[src/rtl/csit_luks_pkg.sv]
// Shared types and glyph constants for the seven-segment display path.
// Glyph bit order is {g,f,e,d,c,b,a}, active-high.
package csit_luks_pkg;

    typedef logic [6:0] seg_t;

    localparam seg_t SEG_HEX_0 = 7'h3F;
    localparam seg_t SEG_HEX_1 = 7'h06;
    localparam seg_t SEG_HEX_2 = 7'h5B;
    localparam seg_t SEG_HEX_3 = 7'h4F;
    localparam seg_t SEG_HEX_4 = 7'h66;
    localparam seg_t SEG_HEX_5 = 7'h6D;
    localparam seg_t SEG_HEX_6 = 7'h7D;
    localparam seg_t SEG_HEX_7 = 7'h07;
    localparam seg_t SEG_HEX_8 = 7'h7F;
    localparam seg_t SEG_HEX_9 = 7'h6F;
    localparam seg_t SEG_HEX_A = 7'h77;
    localparam seg_t SEG_HEX_B = 7'h7C;
    localparam seg_t SEG_HEX_C = 7'h39;
    localparam seg_t SEG_HEX_D = 7'h5E;
    localparam seg_t SEG_HEX_E = 7'h79;
    localparam seg_t SEG_HEX_F = 7'h71;
    localparam seg_t SEG_BLANK = 7'h00;

    typedef enum logic {
        BLANK = 1'b0,
        ON    = 1'b1
    } scan_state_t;

endpackage

[src/rtl/hex_to_seg.sv]
// Combinational hex nibble to seven-segment glyph decoder.
module hex_to_seg
    import csit_luks_pkg::*;
(
    input  logic [3:0] nibble,
    output logic [6:0] seg
);

    // Glyph lookup
    always_comb begin
        seg = SEG_BLANK;
        case (nibble)
            4'h0:    seg = SEG_HEX_0;
            4'h1:    seg = SEG_HEX_1;
            4'h2:    seg = SEG_HEX_2;
            4'h3:    seg = SEG_HEX_3;
            4'h4:    seg = SEG_HEX_4;
            4'h5:    seg = SEG_HEX_5;
            4'h6:    seg = SEG_HEX_6;
            4'h7:    seg = SEG_HEX_7;
            4'h8:    seg = SEG_HEX_8;
            4'h9:    seg = SEG_HEX_9;
            4'hA:    seg = SEG_HEX_A;
            4'hB:    seg = SEG_HEX_B;
            4'hC:    seg = SEG_HEX_C;
            4'hD:    seg = SEG_HEX_D;
            4'hE:    seg = SEG_HEX_E;
            4'hF:    seg = SEG_HEX_F;
            default: seg = SEG_BLANK;
        endcase
    end

endmodule

[src/rtl/seg_scan_scheduler.sv]
// Four-digit scan controller sharing the display between a base value and a timed overlay.
// Optional build macro LEADING_ZERO_BLANK_EN blanks leading zeros of base-source frames.
module seg_scan_scheduler #(
    parameter int DIGIT_TICKS = 1000,
    parameter int BLANK_TICKS = 16,
    parameter int OVL_FRAMES  = 64
) (
    input  logic        clk,
    input  logic        rst,
    input  logic [15:0] base_val,
    input  logic        ovl_req,
    input  logic [15:0] ovl_val,
    output logic        ovl_ack,
    output logic        ovl_busy,
    output logic [6:0]  seg,
    output logic [3:0]  an,
    output logic [1:0]  digit_idx
);
    import csit_luks_pkg::*;

    localparam int TICK_MAX = (DIGIT_TICKS > BLANK_TICKS) ? DIGIT_TICKS : BLANK_TICKS;
    localparam int TW = $clog2(TICK_MAX + 1);
    localparam int FW = $clog2(OVL_FRAMES + 1);
    localparam logic [TW-1:0] BLANK_LAST = TW'(BLANK_TICKS - 1);
    localparam logic [TW-1:0] DIGIT_LAST = TW'(DIGIT_TICKS - 1);
    localparam logic [TW-1:0] TICK_ONE   = TW'(1);
    localparam logic [FW-1:0] OVL_LAST   = FW'(OVL_FRAMES - 1);
    localparam logic [FW-1:0] FRAME_ONE  = FW'(1);

    scan_state_t   state_r, state_s;
    logic [TW-1:0] tick_r, tick_s;
    logic [1:0]    digit_r, digit_s;
    logic [15:0]   snap_r, snap_s;
    logic [15:0]   ovl_reg_r, ovl_reg_s;
    logic          busy_r, busy_s;
    logic          ack_r, ack_s;
    logic          showing_r, showing_s;
    logic [FW-1:0] frame_cnt_r, frame_cnt_s;
    logic [6:0]    seg_r, seg_s;
    logic [3:0]    an_r, an_s;
    logic [3:0]    nib_s;
    logic [6:0]    dec_s;
    logic          lzb_s;
    logic          snap_cycle_s;
    logic          frame_end_s;

    assign snap_cycle_s = (state_r == BLANK) && (tick_r == BLANK_LAST) && (digit_r == 2'd0);
    assign frame_end_s  = (state_r == ON) && (tick_r == DIGIT_LAST) && (digit_r == 2'd3);

    // Scan sequencing, frame snapshot, overlay hold and request handshake
    always_comb begin
        state_s     = state_r;
        tick_s      = tick_r;
        digit_s     = digit_r;
        busy_s      = busy_r;
        frame_cnt_s = frame_cnt_r;
        ack_s       = 1'b0;
        case (state_r)
            BLANK: begin
                if (tick_r == BLANK_LAST) begin
                    state_s = ON;
                    tick_s  = {TW{1'b0}};
                end else begin
                    tick_s = tick_r + TICK_ONE;
                end
            end
            ON: begin
                if (tick_r == DIGIT_LAST) begin
                    state_s = BLANK;
                    tick_s  = {TW{1'b0}};
                    digit_s = digit_r + 2'd1;
                end else begin
                    tick_s = tick_r + TICK_ONE;
                end
            end
            default: begin
                state_s = BLANK;
                tick_s  = {TW{1'b0}};
            end
        endcase

        // Data is frozen for the whole frame; the source flag rides along with it
        if (snap_cycle_s) begin
            snap_s    = busy_r ? ovl_reg_r : base_val;
            showing_s = busy_r;
        end else begin
            snap_s    = snap_r;
            showing_s = showing_r;
        end

        if (frame_end_s && showing_r) begin
            if (frame_cnt_r == OVL_LAST) begin
                frame_cnt_s = {FW{1'b0}};
                busy_s      = 1'b0;
            end else begin
                frame_cnt_s = frame_cnt_r + FRAME_ONE;
            end
        end else begin
            frame_cnt_s = frame_cnt_r;
        end

        // Acceptance looks at the registered busy, so a request on the falling cycle waits one more
        if (ovl_req && !busy_r) begin
            ovl_reg_s = ovl_val;
            ack_s     = 1'b1;
            busy_s    = 1'b1;
        end else begin
            ovl_reg_s = ovl_reg_r;
        end
    end

    // Pin values for the upcoming cycle, derived from next-state so they line up with it
    always_comb begin
        case (digit_s)
            2'd0:    nib_s = snap_s[3:0];
            2'd1:    nib_s = snap_s[7:4];
            2'd2:    nib_s = snap_s[11:8];
            2'd3:    nib_s = snap_s[15:12];
            default: nib_s = snap_s[3:0];
        endcase
`ifdef LEADING_ZERO_BLANK_EN
        case (digit_s)
            2'd3:    lzb_s = !showing_s && (snap_s[15:12] == 4'h0);
            2'd2:    lzb_s = !showing_s && (snap_s[15:8] == 8'h00);
            2'd1:    lzb_s = !showing_s && (snap_s[15:4] == 12'h000);
            default: lzb_s = 1'b0;
        endcase
`else
        lzb_s = 1'b0;
`endif
        if (state_s == ON) begin
            an_s  = 4'b0001 << digit_s;
            seg_s = lzb_s ? SEG_BLANK : dec_s;
        end else begin
            an_s  = 4'b0000;
            seg_s = SEG_BLANK;
        end
    end

    hex_to_seg u_hex_to_seg (
        .nibble (nib_s),
        .seg    (dec_s)
    );

    // State and output registers
    always_ff @(posedge clk) begin
        if (rst) begin
            state_r     <= BLANK;
            tick_r      <= {TW{1'b0}};
            digit_r     <= 2'd0;
            snap_r      <= 16'h0000;
            ovl_reg_r   <= 16'h0000;
            busy_r      <= 1'b0;
            ack_r       <= 1'b0;
            showing_r   <= 1'b0;
            frame_cnt_r <= {FW{1'b0}};
            seg_r       <= SEG_BLANK;
            an_r        <= 4'b0000;
        end else begin
            state_r     <= state_s;
            tick_r      <= tick_s;
            digit_r     <= digit_s;
            snap_r      <= snap_s;
            ovl_reg_r   <= ovl_reg_s;
            busy_r      <= busy_s;
            ack_r       <= ack_s;
            showing_r   <= showing_s;
            frame_cnt_r <= frame_cnt_s;
            seg_r       <= seg_s;
            an_r        <= an_s;
        end
    end

    assign ovl_ack   = ack_r;
    assign ovl_busy  = busy_r;
    assign seg       = seg_r;
    assign an        = an_r;
    assign digit_idx = digit_r;

endmodule

[config.mk]
export PLATFORM = sky130hd
export DESIGN_NAME = seg_scan_scheduler
export DESIGN_NICKNAME = d
export VERILOG_FILES = /design/src/rtl/csit_luks_pkg.sv /design/src/rtl/hex_to_seg.sv /design/src/rtl/seg_scan_scheduler.sv
export SDC_FILE = /design/constraint.sdc
export NUM_CORES = 1
export LEC_CHECK = 0
export BUFFER_PORTS_ARGS = -buffer_cell sky130_fd_sc_hd__buf_2
export CAP_MARGIN = 20
export CORE_ASPECT_RATIO = 1.2
export CORE_MARGIN = 1
export CORE_UTILIZATION = 56
export DETAILED_ROUTE_END_ITERATION = 10
export GPL_ROUTABILITY_DRIVEN = 0
export PLACE_DENSITY = 0.81
export SYNTH_ARGS = -nofsm -noshare
export SYNTH_HDL_FRONTEND = slang
export SYNTH_SLANG_ARGS = --single-unit
[constraint.sdc]
create_clock -name clk -period 4.4 [get_ports clk]
set_clock_uncertainty 0.05 [all_clocks]
set_input_delay 0 -clock clk [delete_from_list [all_inputs] [get_ports clk]]
set_output_delay 0 -clock clk [all_outputs]
set_load 0.02 [all_outputs]
==> impl_metrics.env <==
export IMPL_syn2layout_area_growth_pct=20.20
export IMPL_drv_cap=0
export IMPL_vias_per_cell=5.681
export IMPL_clkSinkCount=66
export IMPL_setup_viol=0
export IMPL_synth_top_family_by_area="simple AND/OR/NAND/NOR gates"
export IMPL_cts_resized=0
export IMPL_finalHoldViolations=0
export IMPL_worstPathMaxFanout=14
export IMPL_p_leak_nw=1.643
export IMPL_drtAntennaViolNets=0
export IMPL_grt_pass1_wl_um=12850
export IMPL_violations="design-rule violations"
export IMPL_die_h_um=84.77
export IMPL_tightest_slew_ns=1.098
export IMPL_io_pins=50
export IMPL_drv_slew=0
export IMPL_die_w_um=70.97
export IMPL_critPathBufInv=0
export IMPL_n_fill_cell=393
export IMPL_required_ns=4.59
export IMPL_seq_area_frac_synth_pct=41.33
export IMPL_cellPowerDensity_nw_per_um2=324.2
export IMPL_status="finished, violations left"
export IMPL_drive_gt1_share_pct=23.44
export IMPL_wl_per_cell_um=15.48
export IMPL_grt_max_degree=45
export IMPL_crit_slowest_cell="nor4_1"
export IMPL_synth_fa_ha_area_share_pct=4.305
export IMPL_rsz0062_at_grt="false"
export IMPL_cpPeakStageDelay_ns=0.72
export IMPL_cts_htree_levels=3
export IMPL_synthArstFlopShare_pct=0
export IMPL_finalNetCount=459
export IMPL_remaining_drc_errors=2
export IMPL_synth_compound_area_share_pct=11.27
export IMPL_yosysUniqueCellTypes=49
export IMPL_drtIter0Drc=245
export IMPL_placementRows=29
export IMPL_die_area_um2=6016
export IMPL_cts_root_buffer="clkbuf_8"
export IMPL_start_kind="flop"
export IMPL_hold_class="input port to flop"
export IMPL_syn_cell_area_um2=3197
export IMPL_synth_edf_count=0
export IMPL_crit_chain="nor4_1 -> nand4_1 -> o2111ai_1 -> nand3_1 -> nand2_1 -> nor2_1 -> a221oi_1"
export IMPL_synthTopCellsByArea="dfxtp_1, mux2_2, mux2i_1"
export IMPL_worstSetupPathType="flop to flop"
export IMPL_track_usage_pct=27.70
export IMPL_yosysTopAreaCellShare_pct=41.33
export IMPL_diodes=0
export IMPL_cp_arrival_ns=3.45
export IMPL_grt_overflow=0
export IMPL_endpoint_kind="flop"
export IMPL_grt_pass1_vias=2765
export IMPL_total_power_mw=1.246
export IMPL_synthCells=351
export IMPL_floorplan_initialDensity_pct=59.13
export IMPL_avgSynthCellArea_um2=9.108
export IMPL_finalCritPeriodShare_pct=74.16
export IMPL_yosys_warnings=0
export IMPL_clk_pin_slew_ns=0.07
export IMPL_cts_tree="built"
export IMPL_antenna_found_initial=0
export IMPL_synth_seq_cells=66
export IMPL_max_freq_mhz=306.5
export IMPL_relSlewSlack_pct=26.66
export IMPL_synth_xor_area_share_pct=3.014
export IMPL_synth_top_cell_by_area="dfxtp_1"
export IMPL_ys_flop_type="dfxtp_1"
export IMPL_tns_ns=0
export IMPL_finalCriticalPeriod_ns=3.263
export IMPL_drt_wl_total_um=7428
export IMPL_numCtsBuffers=9
export IMPL_clockBufferDepth=2
export IMPL_synthSimpleGateAreaFrac_pct=21.02
export IMPL_crit_family="simple AND/OR/NAND/NOR gates"
export IMPL_clk_latency_ns=0.35
export IMPL_dp_hpwl_um=4960
export IMPL_synthMuxAreaShare_pct=15.38
export IMPL_synthesis_nets=397
export IMPL_portBuffers=49
export IMPL_worst_ir_drop_vdd_mv=0.2592
export IMPL_dr_pass1_iters=8
export IMPL_vias=2727
export IMPL_core_area_um2=5406
layout by cell type, fill, tap and decap left out, drive strengths merged, types with 12 or more instances in the layout:
cell type / instances
buf: 53
mux2i: 21
dlygate4sd3: 16
dfxtp: 66
clkbuf: 12
nand2: 42
a21oi: 21
nor2: 45
inv: 12
mux2: 19
cells in the mapped netlist (all sizes together) (7+ instances only):
library cell / n
inv: 12
dfxtp: 66
ha: 11
clkbuf: 16
and3: 10
nand2: 42
nand3: 7
mux2: 19
a21oi: 21
nor2: 45
mux2i: 21
area by class of cell:
class,count,area (um2),share of cell area (%)
clock buffers,12,155.1,4.038
multi-input cells,255,1758,45.75
inverters,12,45.04,1.172
flip-flops and latches,66,1321,34.39
repair buffers,69,435.4,11.33
clock inverters,4,50.05,1.303
well taps,62,77.57,2.019
sequential cells by signal, summed over array words and instances, names as in the netlist:
| signal | cells |
|---|---|
| frame_cnt_r | 7 |
| showing_r | 1 |
| tick_r | 10 |
| ovl_reg_r | 16 |
| snap_r | 16 |
| digit_idx | 2 |
| state_r | 1 |
| ovl_busy | 1 |
| an | 4 |
| ovl_ack | 1 |
| seg | 7 |
stage by stage:
| step | setup slack, ns | hold slack [ns] | util, % | area [um2] | cells |
|---|---|---|---|---|---|
| floorplan | 0.9766 | 0.08596 | - | 3197 | 351 |
| global route | 0.7369 | 0.02814 | 71.07 | 3842 | 480 |
| detailed placement | 1.171 | 0.1960 | 64.31 | 3477 | 448 |
| CTS | 1.154 | 0.009977 | 71.07 | 3842 | 480 |
| global placement | 1.278 | 0.1909 | 64.31 | 3477 | 448 |
| finish | 1.137 | 0.01024 | 71.07 | 3842 | 480 |
repair_timing:
| item | 4_1_cts | 5_1_grt |
|---|---|---|
| hold endpoints to repair | 16 | 0 |
| hold buffers | 16 | 0 |
| setup endpoints to repair | 0 | 0 |
| setup buffers | 0 | 0 |
metal layers:
layer	track usage [%]	share of wire [%]	vias to the layer above
met5	0	0	-
met1	31.37	40	1256
met3	6.483	3.7	28
met4	14.00	3.2	0
met2	48.34	53	79
li1	-	-	1364
final timing paths:
kind / start / end / slack [ns] / cells after the start
worst max-delay path: tick_r[4] / seg[4] / 1.14 / 7
worst min-delay path: base_val[3] / snap_r[3] / 0.01 / 4
worst max register to register: tick_r[4] / seg[4] / 1.14 / 7
worst min register to register: ovl_reg_r[8] / ovl_reg_r[8] / 0.40 / 2
kinds of logic after synthesis:
logic type,after synthesis
DFF,66
muxes,43
AOI/OAI and AO/OA,52
adders and majority gates,11
buffers and inverters,30
xor gates and xnor gates,11
and+or+nand+nor,138
report_power, final:
part | switching (mW) | total [mW] | leakage [nW] | internal, mW
registers | 0.0136 | 0.624 | 0.535 | 0.611
logic | 0.0458 | 0.0951 | 1.01 | 0.0493
clock network | 0.235 | 0.526 | 0.0986 | 0.292
worst register-to-register path: stages, from the launching register on:
cell and delay (ns):
dfxtp_1 0.40, nor4_1 0.72, nand4_1 0.64, o2111ai_1 0.47, nand3_1 0.18, nand2_1 0.29
nor2_1 0.09, a221oi_1 0.33
(Power assumes the default switching activity.)
